## config.mk

```make
export PLATFORM = sky130hd
export DESIGN_NAME = flag_branch_unit
export DESIGN_NICKNAME = d
export VERILOG_FILES = /design/src/rtl/flag_branch_unit.sv
export SDC_FILE = /design/constraint.sdc
export NUM_CORES = 1
export LEC_CHECK = 0
export CORE_UTILIZATION = 30
export DETAILED_ROUTE_END_ITERATION = 7
export PLACE_DENSITY = 0.68
export SLEW_MARGIN = 20
export SYNTH_ARGS = -nofsm -noshare
export SYNTH_HDL_FRONTEND = slang
export SYNTH_SLANG_ARGS = --single-unit
```

## constraint.sdc

```tcl
create_clock -name clk -period 1.8 [get_ports clk]
set_input_delay 0.27 -clock clk [delete_from_list [all_inputs] [get_ports clk]]
set_output_delay 0.27 -clock clk [all_outputs]
set_load 0.02 [all_outputs]
```

## src/rtl/flag_branch_unit.sv

```systemverilog
// Condition-code register with a conditional-jump resolver and one-cycle flush.
// Also keeps a single-entry CCR shadow for interrupt entry and RTI.
module flag_branch_unit #(
  parameter int N = 16
) (
  input  logic         clk,
  input  logic         rst,
  input  logic         flag_we,
  input  logic         in_carry,
  input  logic         in_zero,
  input  logic         in_neg,
  input  logic         set_carry,
  input  logic         clr_carry,
  input  logic         br_valid,
  input  logic [1:0]   br_cond,
  input  logic [N-1:0] br_target,
  input  logic         int_save,
  input  logic         rti_restore,
  output logic [2:0]   ccr,
  output logic         taken,
  output logic         flush,
  output logic [N-1:0] redirect_pc
);

  localparam logic IDLE  = 1'b0;
  localparam logic FLUSH = 1'b1;

  localparam logic [1:0] COND_JZ  = 2'd0;
  localparam logic [1:0] COND_JN  = 2'd1;
  localparam logic [1:0] COND_JC  = 2'd2;
  localparam logic [1:0] COND_JMP = 2'd3;

  logic       state;
  logic [2:0] shadow;
  logic       shadow_valid;

  logic       cond_true;
  logic       br_take;
  logic       do_restore;
  logic [2:0] ccr_next;

  // Conditions look only at the registered ccr, never at this cycle's ALU flags.
  always_comb begin
    cond_true = 1'b0;
    case (br_cond)
      COND_JZ:  cond_true = ccr[0];
      COND_JN:  cond_true = ccr[1];
      COND_JC:  cond_true = ccr[2];
      COND_JMP: cond_true = 1'b1;
      default:  cond_true = 1'b0;
    endcase
  end

  assign br_take    = (state == IDLE) && br_valid && cond_true;
  assign do_restore = (state == IDLE) && rti_restore && shadow_valid;

  // NOTE: every path assigns ccr_next from a default first, so no latch is inferred.
  always_comb begin
    ccr_next = flag_we ? {in_carry, in_neg, in_zero} : ccr;
    if (set_carry)      ccr_next[2] = 1'b1;
    else if (clr_carry) ccr_next[2] = 1'b0;
    if (br_take) begin
      case (br_cond)
        COND_JZ: ccr_next[0] = 1'b0;
        COND_JN: ccr_next[1] = 1'b0;
        COND_JC: ccr_next[2] = 1'b0;
        default: ;
      endcase
    end
    if (state == FLUSH) ccr_next = ccr;
    if (do_restore)     ccr_next = shadow;
  end

  // NOTE: state registers use non-blocking assignments so all updates see pre-edge values.
  always_ff @(posedge clk or posedge rst) begin
    if (rst) begin
      state        <= IDLE;
      ccr          <= 3'b000;
      shadow       <= 3'b000;
      shadow_valid <= 1'b0;
      taken        <= 1'b0;
      flush        <= 1'b0;
      redirect_pc  <= '0;
    end else begin
      ccr <= ccr_next;

      if (state == IDLE && br_take) begin
        state       <= FLUSH;
        taken       <= 1'b1;
        flush       <= 1'b1;
        redirect_pc <= br_target;
      end else begin
        state <= IDLE;
        taken <= 1'b0;
        flush <= 1'b0;
      end

      // A save in the same cycle as a restore leaves a fresh, valid shadow.
      if (do_restore) shadow_valid <= 1'b0;
      if (int_save) begin
        shadow       <= ccr;
        shadow_valid <= 1'b1;
      end
    end
  end

endmodule
```

==> reports/metrics.csv <==
stage,metric,value,unit
placement,io_buffers,49,
finish,fin_nets,157,
setup_path,critPathMaxFanout,17,
setup_path,critPathArrivalTime,1.91,ns
drt,drtIter0Drc,43,
finish,syn2layout_area_growth,56.3,%
finish,num-fill-cells,319,
finish,register_area,602,sq um
sta,hold_violations,0,
placement,dpl-instance-area,1660,sq um
sta,period_needed,1.71,ns
pwr,ir_worst_vdd,0.000943,V
synth,netlist_instances,71,
synth,syn_avg_cell_area,15.3,sq um
drt,ant_nets,0,
synth,synth_seq_area_share,55.2,%
floorplanning,die_h,62.2,um
clocking,cts_tree,done,
clocking,numCtsBuffers,3,
sta,setup_viol,0,
setup_path,end_kind,flop,
sta,slew_headroom,81.2,%
grt,met3_usage,2.76,%
clocking,cts.sinks,24,
synth,synthTopCellsByCount,"dfrtp_1, mux2_2, mux2_4",
clocking,cts-root-buf,clkbuf_4,
placement,gp_congestion,0.749,
synth,synth.most_common_cell,dfrtp_1,
drt,vias,777,
sta,rsz0062_at_grt,no,
grt,grt_pass1_wl,3970,um
synth,synth_top_area_share,55.2,%
floorplanning,ioPinCount,50,
floorplanning,die_area,3870,sq um
finish,multi_input_area,440,sq um
sta,setup_slack,0.0880,ns
sta,maxSlewViolCount,0,
floorplanning,fp-row-count,21,
drt,drc,0,
run_status,outcome,completed,
flow_run,cap_violations,0,
synth,synth_top_area_cell,dfrtp_1,
synth,ys_seq_elements,24,
synth,synthTopCellsByArea,"dfrtp_1, mux2_4, mux2_2",
synth,ys_types,21,
sta,fmax,584,MHz
pwr,power.leakage,0.000743,uW
drt,wl,2190,um
grt,antenna_found_initial,0,
finish,drive_gt1_share,26.0,%
grt,grt_util_met2,21.4,%
grt,gr-usage-met1,16.0,%
setup_path,critPathLaunchType,input port,
grt,grt_pass1_vias,877,
placement,post-place-ws,-0.244,ns
finish,antenna_cells,0,
finish,fin_area,1700,sq um
floorplanning,core_area,3420,sq um
grt,grt_max_degree,18,
placement,dp_hpwl,1700,um
synth,synthFlopType,dfrtp_1,
synth,syn_nets,100,
synth,syn_area,1090,sq um
clocking,cts-htree-levels,1,
synth,yosys_warnings,0,
setup_path,crit_type,input port to flop,
drt,drtPass1Iterations,3,
drt,vias_per_cell,4.49,
finish,fin_util,49.7,%
pwr,cellPowerDensity,1540,nW/um^2
clocking,clkTransAtPathRegs,0.12,ns
floorplanning,dieWidth,62.2,um
grt,track_usage,12.6,%
clocking,cts_setup_buffers,0,
setup_path,rr_worst_depth,4,
drt,routedWlPerCell,12.7,um
grt,top_usage_layer,met2,
floorplanning,initial_core_util,31.8,%
worst_hold_path,worstHoldPathType,input port to asynchronous set/reset pin,
grt,globalRouteOverflowTotal,0,
clocking,worstSkewPairLatency,0.30,ns
sta,skew,0.00139,ns
setup_path,required,2.00,ns
synth,synth_edf_count,0,
sta,worst_pin_slew,0.281,ns
sta,hold_ws,0.181,ns
clocking,cts_max_path_buffers,2,
synth,synthArstFlopShare,100,%
sta,period_share,95.1,%
[logic make-up (layout without fill, tap and decap cells)]
family / after synthesis / count (layout) / synth area share, %
mux: 23 / 23 / 26.6
simple gates: 5 / 5 / 3.45
flops: 24 / 24 / 55.2
compound gates: 12 / 12 / 10.5
buf+inv: 7 / 63 / 4.26
[sequential cells by signal, summed over array words and instances (netlist names)]
name	count
ccr	3
redirect_pc	16
shadow	3
shadow_valid	1
state	1
[cell usage in the layout (no fill, tap or decap), drive strengths merged]
cell type and count:
a21o 2, dfrtp 24, a311oi 1, o21bai 1
buf 6, o2111ai 1, a21oi 2, mux2i 3
a22o 1, and2b 1, a2bb2oi 2, clkdlybuf4s50 49
or3b 1, clkbuf 4, and3b 1, a311o 2
nor3b 1, nand2 1, inv 4, mux2 20
[worst max-delay path, cell delays in order]
cell             delay (ns)
clkdlybuf4s50_1        0.51
mux2_2                 0.37
o2111ai_4              0.22
buf_12                 0.20
mux2_2                 0.34
[through the flow]
stage	TNS [ns]	instances	total power [uW]
after global routing	0	173	2780
after floorplan	0	71	1720
final	0	173	2620
after detailed placement	-3.47	169	2370
after CTS	0	173	2660
after global placement	-3.05	169	2340
[final timing paths]
kind	from	end	slack, ns
max in group asynchronous	rst	state$_DFF_PP0_	1.10
min in group clk	shadow_valid$_DFFE_PP0P_	shadow_valid$_DFFE_PP0P_	0.49
setup / recovery	br_cond[0]	redirect_pc[1]$_DFFE_PP0P_	0.09
hold reg to reg	shadow_valid$_DFFE_PP0P_	shadow_valid$_DFFE_PP0P_	0.49
setup reg to reg	ccr[1]$_DFFE_PP0P_	redirect_pc[1]$_DFFE_PP0P_	0.17
hold / removal	rst	redirect_pc[1]$_DFFE_PP0P_	0.18
[power breakdown]
group	internal [uW]	total (uW)	leakage (uW)	switching, uW
clock	123	273	0.0000210	150
combinational	806	1390	0.000443	579
sequential	795	961	0.000279	166
[final cells by class]
cell class / instances / share of cell area, %
tap: 46 / 3.39
inverter: 4 / 0.884
timing repair buffer: 55 / 32.3
sequential: 24 / 35.4
clock buffer: 4 / 2.14
multi-input combinational: 40 / 25.9
[repair_timing]
action	CTS	global route
resized for setup	0	1
hold buffers	0	0
endpoints found under the setup margin	0	2
[metal layers]
metal  part of all wire (%)  vias to the layer above  wire, um
li1                       -                      370         -
met3                    7.5                        0       164
met2                     48                       37      1050
met1                     44                      370       974
met5                      0                        -         0
met4                      0                        0         0
(Power assumes the default switching activity.)
